`src/rtl/byte_pack_pkg.sv`:
```
// Shared definitions for the byte-to-word packer.
//   DEF_BYTE_W / DEF_LANES / DEF_CNT_W : default parameter values
//   lane_idx_t : lane counter type for the default lane count
//   be_t       : per-lane byte-enable vector for the default lane count
//   lane_lo()  : low bit index of the lane that holds byte k. The
//                extractor bench uses it to locate bytes inside a word.
package byte_pack_pkg;

  localparam int DEF_BYTE_W = 8;
  localparam int DEF_LANES  = 4;
  localparam int DEF_CNT_W  = 16;

  typedef logic [$clog2(DEF_LANES)-1:0] lane_idx_t;
  typedef logic [DEF_LANES-1:0]         be_t;

  // Byte k sits in lane k (LSB-first) or in the mirrored lane (MSB-first).
  function automatic int unsigned lane_lo(input int unsigned k, input bit msb_first);
    if (msb_first) begin
      return (int'(DEF_LANES) - 1 - k) * DEF_BYTE_W;
    end
    return k * DEF_BYTE_W;
  endfunction

endpackage

```
`src/rtl/pack_out_reg.sv`:
```
// Single-entry valid/ready register slice for packed words.
//   clk_i, rst_ni   : clock, asynchronous active-low reset
//   load_i          : capture word_i/be_i/last_i on this edge
//                     (only asserted while out_free_o is high)
//   word_i, be_i, last_i : word to capture
//   out_ready_i     : consumer accepts the held word
//   out_valid_o, out_word_o, out_be_o, out_last_o : registered output
//   out_free_o      : slice can take a new word this cycle
//                     (empty, or its current word drains on this edge)
module pack_out_reg
  import byte_pack_pkg::*;
#(
  parameter int WORD_W = DEF_LANES * DEF_BYTE_W,
  parameter int LANES  = DEF_LANES
) (
  input  logic              clk_i,
  input  logic              rst_ni,
  input  logic              load_i,
  input  logic [WORD_W-1:0] word_i,
  input  logic [LANES-1:0]  be_i,
  input  logic              last_i,
  input  logic              out_ready_i,
  output logic              out_valid_o,
  output logic [WORD_W-1:0] out_word_o,
  output logic [LANES-1:0]  out_be_o,
  output logic              out_last_o,
  output logic              out_free_o
);

  logic              valid_q, valid_d;
  logic [WORD_W-1:0] word_q, word_d;
  logic [LANES-1:0]  be_q, be_d;
  logic              last_q, last_d;

  assign out_free_o = !valid_q || out_ready_i;

  always_comb begin
    valid_d = valid_q;
    word_d  = word_q;
    be_d    = be_q;
    last_d  = last_q;
    if (load_i) begin
      // A load may coincide with the drain of the previous word.
      valid_d = 1'b1;
      word_d  = word_i;
      be_d    = be_i;
      last_d  = last_i;
    end else if (out_ready_i) begin
      valid_d = 1'b0;
    end
  end

  always_ff @(posedge clk_i or negedge rst_ni) begin
    if (!rst_ni) begin
      valid_q <= 1'b0;
      word_q  <= '0;
      be_q    <= '0;
      last_q  <= 1'b0;
    end else begin
      valid_q <= valid_d;
      word_q  <= word_d;
      be_q    <= be_d;
      last_q  <= last_d;
    end
  end

  assign out_valid_o = valid_q;
  assign out_word_o  = word_q;
  assign out_be_o    = be_q;
  assign out_last_o  = last_q;

endmodule

```
`src/rtl/byte_word_packer.sv`:
```
// Packs a stream of bytes into LANES-byte words with byte enables and a
// packet-last flag.
//   clk, rst_n              : clock, asynchronous active-low reset
//   in_valid/in_ready       : input byte handshake
//   in_byte, in_last        : byte and end-of-packet marker
//   out_valid/out_ready     : output word handshake
//   out_word, out_be        : packed word, lane enables (bit k = byte k)
//   out_last                : word carries the last byte of a packet
//   words_sent              : wrapping count of output handshakes
//
// Handshake: a transfer happens on a rising edge where valid && ready are
// both high. in_ready is a pure register (low only while a completed word
// waits for the output slice) and never depends on in_valid or in_byte.
// out_valid/out_word/out_be/out_last are registered and hold their values
// while out_valid && !out_ready.
module byte_word_packer
  import byte_pack_pkg::*;
#(
  parameter int BYTE_W    = DEF_BYTE_W,
  parameter int LANES     = DEF_LANES,
  parameter bit MSB_FIRST = 1'b0,
  parameter int CNT_W     = DEF_CNT_W
) (
  input  logic                    clk,
  input  logic                    rst_n,
  input  logic                    in_valid,
  output logic                    in_ready,
  input  logic [BYTE_W-1:0]       in_byte,
  input  logic                    in_last,
  output logic                    out_valid,
  input  logic                    out_ready,
  output logic [LANES*BYTE_W-1:0] out_word,
  output logic [LANES-1:0]        out_be,
  output logic                    out_last,
  output logic [CNT_W-1:0]        words_sent
);

  localparam int WORD_W = LANES * BYTE_W;
  localparam int IDX_W  = (LANES > 1) ? $clog2(LANES) : 1;

  typedef logic [IDX_W-1:0] cnt_t;

  localparam cnt_t             LAST_IDX = cnt_t'(LANES - 1);
  localparam cnt_t             CNT_ONE  = cnt_t'(1);
  localparam logic [CNT_W-1:0] WS_ONE   = {{(CNT_W-1){1'b0}}, 1'b1};

  // Accumulator state. While acc_pend_q is set the accumulator holds a
  // finished word that the output slice could not take yet.
  cnt_t              cnt_q, cnt_d;
  logic [WORD_W-1:0] acc_q, acc_d;
  logic [LANES-1:0]  acc_be_q, acc_be_d;
  logic              acc_last_q, acc_last_d;
  logic              acc_pend_q, acc_pend_d;
  logic [CNT_W-1:0]  words_q, words_d;

  logic              accept;
  logic              complete;
  logic              out_free;
  logic [WORD_W-1:0] merged_word;
  logic [LANES-1:0]  merged_be;

  logic              load;
  logic [WORD_W-1:0] load_word;
  logic [LANES-1:0]  load_be;
  logic              load_last;

  assign in_ready = !acc_pend_q;
  assign accept   = in_valid && in_ready;
  assign complete = accept && ((cnt_q == LAST_IDX) || in_last);

  // Accumulator contents with the incoming byte dropped into lane cnt_q.
  always_comb begin
    merged_word = acc_q;
    merged_be   = acc_be_q;
    for (int k = 0; k < LANES; k++) begin
      if (cnt_q == cnt_t'(k)) begin
        merged_be[k] = 1'b1;
        if (MSB_FIRST) begin
          merged_word[(LANES-k)*BYTE_W-1 -: BYTE_W] = in_byte;
        end else begin
          merged_word[k*BYTE_W +: BYTE_W] = in_byte;
        end
      end
    end
  end

  always_comb begin
    cnt_d      = cnt_q;
    acc_d      = acc_q;
    acc_be_d   = acc_be_q;
    acc_last_d = acc_last_q;
    acc_pend_d = acc_pend_q;
    load       = 1'b0;
    load_word  = merged_word;
    load_be    = merged_be;
    load_last  = in_last;

    if (acc_pend_q) begin
      // A parked word leaves as soon as the slice frees up.
      load_word = acc_q;
      load_be   = acc_be_q;
      load_last = acc_last_q;
      if (out_free) begin
        load       = 1'b1;
        acc_pend_d = 1'b0;
        acc_d      = '0;
        acc_be_d   = '0;
        acc_last_d = 1'b0;
      end
    end else if (accept) begin
      if (complete) begin
        cnt_d = '0;
        if (out_free) begin
          load       = 1'b1;
          acc_d      = '0;
          acc_be_d   = '0;
          acc_last_d = 1'b0;
        end else begin
          acc_d      = merged_word;
          acc_be_d   = merged_be;
          acc_last_d = in_last;
          acc_pend_d = 1'b1;
        end
      end else begin
        cnt_d    = cnt_q + CNT_ONE;
        acc_d    = merged_word;
        acc_be_d = merged_be;
      end
    end
  end

  always_comb begin
    words_d = words_q;
    if (out_valid && out_ready) begin
      words_d = words_q + WS_ONE;
    end
  end

  always_ff @(posedge clk or negedge rst_n) begin
    if (!rst_n) begin
      cnt_q      <= '0;
      acc_q      <= '0;
      acc_be_q   <= '0;
      acc_last_q <= 1'b0;
      acc_pend_q <= 1'b0;
      words_q    <= '0;
    end else begin
      cnt_q      <= cnt_d;
      acc_q      <= acc_d;
      acc_be_q   <= acc_be_d;
      acc_last_q <= acc_last_d;
      acc_pend_q <= acc_pend_d;
      words_q    <= words_d;
    end
  end

  pack_out_reg #(
    .WORD_W (WORD_W),
    .LANES  (LANES)
  ) u_out_reg (
    .clk_i       (clk),
    .rst_ni      (rst_n),
    .load_i      (load),
    .word_i      (load_word),
    .be_i        (load_be),
    .last_i      (load_last),
    .out_ready_i (out_ready),
    .out_valid_o (out_valid),
    .out_word_o  (out_word),
    .out_be_o    (out_be),
    .out_last_o  (out_last),
    .out_free_o  (out_free)
  );

  assign words_sent = words_q;

endmodule

```
`config.mk`:
```
export PLATFORM = sky130hd
export DESIGN_NAME = byte_word_packer
export DESIGN_NICKNAME = d
export VERILOG_FILES = /design/src/rtl/byte_pack_pkg.sv /design/src/rtl/pack_out_reg.sv /design/src/rtl/byte_word_packer.sv
export SDC_FILE = /design/constraint.sdc
export NUM_CORES = 1
export LEC_CHECK = 0
export ABC_CLOCK_PERIOD_IN_PS = 2150
export CAP_MARGIN = 40
export CORE_ASPECT_RATIO = 0.75
export CORE_MARGIN = 5
export CORE_UTILIZATION = 44
export CTS_CLUSTER_DIAMETER = 60
export DETAILED_ROUTE_END_ITERATION = 8
export PLACE_DENSITY = 0.71
export SLEW_MARGIN = 10
export SYNTH_ARGS = -nofsm -noshare
export SYNTH_HDL_FRONTEND = slang
export SYNTH_SLANG_ARGS = --single-unit
```
`constraint.sdc`:
```
create_clock -name clk -period 2.15 [get_ports clk]
set_input_delay 0.215 -clock clk [delete_from_list [all_inputs] [get_ports clk]]
set_output_delay 0.215 -clock clk [all_outputs]
set_load 0.01 [all_outputs]
```
-- Yosys cells after proc, flatten, opt, wreduce, memory -nomap -nowiden
Cells that the tools add are included.
- bits of input ports: 13
- bits in registers: 94
- output and inout bits: 55
- word-level logic and storage cells: 68
- add/sub/neg operators: 2
- mux-type cells: 37
- equality and inequality tests: 4
- reductions and logical operators: 14
- bitwise logic cells: 1
- operators by type and width (cell ; number):
    $mux W32 ; 6
    $mux W8 ; 4
    $mux W4 ; 6
    $mux W1 ; 20
    $add A16 B1 Y16 const B ; 1
    $reduce_bool A2 Y1 ; 3
    $eq A2 B2 Y1 const B ; 2
    $reduce_and A2 Y1 ; 2
    $logic_and A1 B1 Y1 ; 3
    $reduce_and A3 Y1 ; 1
    $add A2 B1 Y2 const B ; 1
    $eq A2 B1 Y1 const B ; 1
    $logic_not A1 Y1 ; 2
    $logic_not A2 Y1 ; 1
    $logic_or A1 B1 Y1 ; 2
    $mux W2 ; 1
    $ne A2 B1 Y1 const B ; 1
    $not A1 Y1 ; 1

-- Longest topological paths before layout
- word-level depth: 7
- gate-level depth with buffers: 7
- depth with buffers taken out: 5

-- Hierarchy
A second synthesis with hierarchy kept.
- cells, all modules: 308
- area, all modules: 4302.9 µm²
- by module, submodules not included (module ; cells an instance ; area each (µm²) ; times used):
    byte_word_packer ; 227 ; 2812.7 ; 1
    pack_out_reg ; 81 ; 1490.2 ; 1

-- Worst setup path before layout
Ideal clock, no wire load.
- path kind: register to register
- start point: reg cnt_q[0]
- end point: reg acc_q[0]
- library setup time: 66 ps
- cell stages (with the launch flop): 6
- setup slack: 555 ps
- data arrival time: 1529 ps
- cells stage by stage: dfrtp_1 -> ha_1 -> or2_2 -> a21o_1 -> o22ai_4 -> a22o_1
- word-level cells in the longest chain between the ends: 6
- ends and longest elaborated chain (what ; line ; text):
    start, declared ; byte_word_packer.sv:49 ; cnt_t cnt_q, cnt_d;
    start signal, assigned ; byte_word_packer.sv:148 ; cnt_q <= cnt_d;
    $logic_not A2 Y1 / $eq A2 B2 Y1 (equally long branches) ; byte_word_packer.sv:76, byte_word_packer.sv:69 ;
    $mux W8 / $logic_or A1 B1 Y1 (equally long branches) ; byte_word_packer.sv:76, byte_word_packer.sv:69 ;
    $mux W32 / $logic_and A1 B1 Y1 (equally long branches) ; byte_word_packer.sv:113, byte_word_packer.sv:69 ;
    $mux W32 (*) ; byte_word_packer.sv:111 ; if (complete) begin
    $mux W32 (*) ; byte_word_packer.sv:110 ; end else if (accept) begin
    $mux W32 (*) ; byte_word_packer.sv:98 ; if (acc_pend_q) begin
    end signal, assigned ; byte_word_packer.sv:142 ; acc_q <= '0;
    end signal, assigned ; byte_word_packer.sv:149 ; acc_q <= acc_d;
    end, declared ; byte_word_packer.sv:50 ; logic [WORD_W-1:0] acc_q, acc_d;
Every way passes the cells marked *; elsewhere a longest branch is shown, timed or not. The select of a mux whose other input is x is not followed.
A chain may end at the register's enable or synchronous reset.

-- Final worst setup path
- start point: reg cnt_q[1]
- end point: reg acc_q[19]
- word-level cells in the longest chain between the ends: 6
- ends and longest elaborated chain (what ; line):
    $eq A2 B2 Y1 (on tied branches) ; byte_word_packer.sv:76, byte_word_packer.sv:69
    $mux W8 / $logic_or A1 B1 Y1 (equally long branches) ; byte_word_packer.sv:76, byte_word_packer.sv:69
    $mux W32 / $logic_and A1 B1 Y1 (equally long branches) ; byte_word_packer.sv:113, byte_word_packer.sv:69
    $mux W32 (*) ; byte_word_packer.sv:111
    $mux W32 (*) ; byte_word_packer.sv:110
    $mux W32 (*) ; byte_word_packer.sv:98
Marks and branches as above.

==> run summary <==
post-place setup slack: 254 ps
Initial Utilization: 44.7%
sequential fraction of the synthesis area: 58.4%
# Post-CTS Setup Buffers: 0
Reg2Reg Depth: 5
gr usage total: 15.9%
Synth Register Bits: 94
area of the core: 9010 µm²
most common cell after layout, fill and taps aside: dfrtp_1
Synth Area in XOR/XNOR: 3.26%
htree depth: 3
post-DR vias/cell: 5.23
HPWL Detailed: 6050 µm
Mapped Area: 4030 µm²
Synth Area in Compound Gates: 16.1%
crit-path max FO: 9
relative slew slack: 62.0%
Mapped Nets: 364
DR iter-0 viols: 200
R2R Setup Slk: 270 ps
Max rail drop VDD: 0.000421 V
Syn Inst Count: 346
Post-DRT Antenna Nets: 0
worst hold path type: in2async
n_diodes: 0
routed wire length: 8670 µm
P_leak: 0.00235 µW
Post-DP Area: 4810 µm²
status: completed
vias post-DR: 2752
Synth area leaders: dfrtp_1 58%, mux2i_1 8.0%, a22o_1 7.2%
CTS tree: built
Rows: 30
global-route wire length before repair: 13900 µm
Comb pwr share: 26.5%
Worst-path clk slew: 60 ps
mux contribution to synthesized area: 8.23%
crit path time final: 1880 ps
period utilization: 87.5%
DIE WIDTH: 120 µm
vias in the first global route: 2694
largest net degree at the start of global routing: 52
Sink Count: 94
Worst-Skew Late Latency: 330 ps
Switch Pwr: 1520 µW
sw frac: 29.3%
Hold Vio Cnt, Final: 0
clock skew: 5.82 ps
Crit. End Element: flip-flop
Yosys cell types: 36
Die ar.: 11200 µm²
CTS Hold Bufs: 1
GRT overflow: 0
Synth Area in Simple Gates: 9.57%
share of layout cells above drive strength 1: 7.73%
max-cap violations: 0
final setup violation count: 0
Clock Path Buffers: 2
fill cell count: 772
Internal: 3680 µW
Max Slew Vio Count: 0
PostCTS Resize Cnt: 0
I/O Buffers: 67
Clock Power Share: 28.8%
final setup margin: 269 ps
Synth area leader: dfrtp_1
I/O pin count: 68
P per Cell Area: 1020 nW/µm²
drt wl/cell: 16.5 µm
synthesis-to-finish area growth: 26.9%
CTS Buf Count: 9
Reg power frac: 44.7%
setup_tns: 0 ps
final core utilization: 56.7%
Finished Cell Area: 5110 µm²
root buffer cell: clkbuf_16
Avg Inst Size Synth: 11.6 µm²
CP Launch Type: flip-flop
Crit Path Category: reg2reg
initial antenna violation count: 0
DR DRC count: 0
CP required: 2420 ps
Synth Area in Adders: 1.55%
final net count: 427
most frequent cells in the layout: 94 x dfrtp_1, 66 x clkdlybuf4s50_1, 51 x nand2_1, 38 x o21ai_0, 33 x a22o_1
RSZ-0062 raised after global routing: false
drt pass-1 iters: 4
Synth top area share: 58.4%
CP Data Arrival Time: 2150 ps
die height: 92.8 µm
fmax: 0.532 GHz
largest family of logic cells by synthesized area: compound AO/OA/AOI/OAI gates
Slew @ Worst Pin: 571 ps
GP Congestion: 0.784
Synth warnings: 0
routing by layer:
metal / share of wire (%) / wire length [µm] / vias to the layer above / GRT usage (%)
met3: 5.5 / 473 / 7 / 4.64
met4: 0.85 / 74 / 0 / 3.68
li1: - / - / 1337 / -
met1: 48 / 4210 / 1343 / 22.4
met5: 0 / 0 / - / 0
met2: 45 / 3920 / 65 / 24.4
cells in the mapped netlist:
| library cell | count |
|---|---|
| and2b_1 | 1 |
| nand3_1 | 6 |
| o21ai_1 | 1 |
| a22o_1 | 33 |
| buf_2 | 6 |
| nand2_1 | 51 |
| nor3_1 | 2 |
| a21oi_2 | 1 |
| xor2_1 | 4 |
| a22oi_1 | 1 |
| buf_1 | 8 |
| nor4_1 | 1 |
| and3_1 | 4 |
| nor2b_1 | 3 |
| or2_2 | 1 |
| and2_1 | 3 |
| o21a_1 | 5 |
| nand4_1 | 2 |
| o22ai_4 | 3 |
| a21o_1 | 2 |
| o21ai_0 | 38 |
| mux2_2 | 1 |
| clkbuf_1 | 5 |
| nor4_4 | 1 |
| ha_1 | 5 |
| inv_1 | 3 |
| mux2i_1 | 32 |
| nor2_1 | 5 |
| a21oi_1 | 5 |
| buf_4 | 3 |
| xnor2_1 | 11 |
| o21ai_2 | 1 |
| nor2_2 | 1 |
| dfrtp_1 | 94 |
| nand2b_1 | 2 |
| inv_2 | 1 |
critical path, cell delays in order (launching register included):
cell,delay [ps]
dfrtp_1,420
ha_1,230
or2_2,330
a21oi_1,250
and2_1,380
a22o_1,210
kinds of logic (layout without fill, tap and decap cells):
logic type | after synthesis | in the layout
compound gates | 90 | 90
xor+xnor | 15 | 15
fa+ha+maj | 5 | 5
buf+inv | 26 | 94
flops | 94 | 94
mux | 33 | 33
simple gates | 83 | 83
final cells by class:
class                   count  area [µm²]  area share [%]
inverters                   4        15.0           0.294
well taps                 112         140            2.74
clock buffers              12         256            5.02
repair buffers             74         748            14.6
flip-flops and latches     94        2350            46.0
clock inverters             4        31.3           0.612
multi-input cells         226        1570            30.6
power groups by stage:
stage          combinational (µW)  sequential (µW)  clock (µW)
6_report                     1380             2330        1500
5_1_grt                      1490             2380        1620
4_1_cts                      1400             2330        1530
3_5_place_dp                 1390             2360           0
3_3_place_gp                 1370             2350           0
2_1_floorplan                 612             2420           0
through the flow:
stage	power, µW	instances	hold WS, ps
3_5_place_dp	3750	509	253
6_report	5200	526	418
4_1_cts	5260	526	440
3_3_place_gp	3710	509	247
2_1_floorplan	3030	346	-80.6
5_1_grt	5480	526	482
final timing paths:
| kind | startpoint | end |
|---|---|---|
| min in group clk | words_sent[15] | words_sent[15] |
| worst min-delay path | rst_n | words_sent[11] |
| worst min register to register | words_sent[15] | words_sent[15] |
| max in group asynchronous | rst_n | u_out_reg.out_last_o |
| worst max register to register | cnt_q[1] | acc_q[19] |
| worst max-delay path | cnt_q[1] | acc_q[19] |
sequential cells by signal, summed over array words and instances (netlist names):
| signal | count |
|---|---|
| words_sent | 16 |
| u_out_reg.out_word_o | 32 |
| acc_be_q | 4 |
| acc_last_q | 1 |
| u_out_reg.out_valid_o | 1 |
| cnt_q | 2 |
| acc_q | 32 |
| acc_pend_q | 1 |
| u_out_reg.out_last_o | 1 |
| u_out_reg.out_be_o | 4 |
Note: power is estimated with default switching activity, not from simulation.
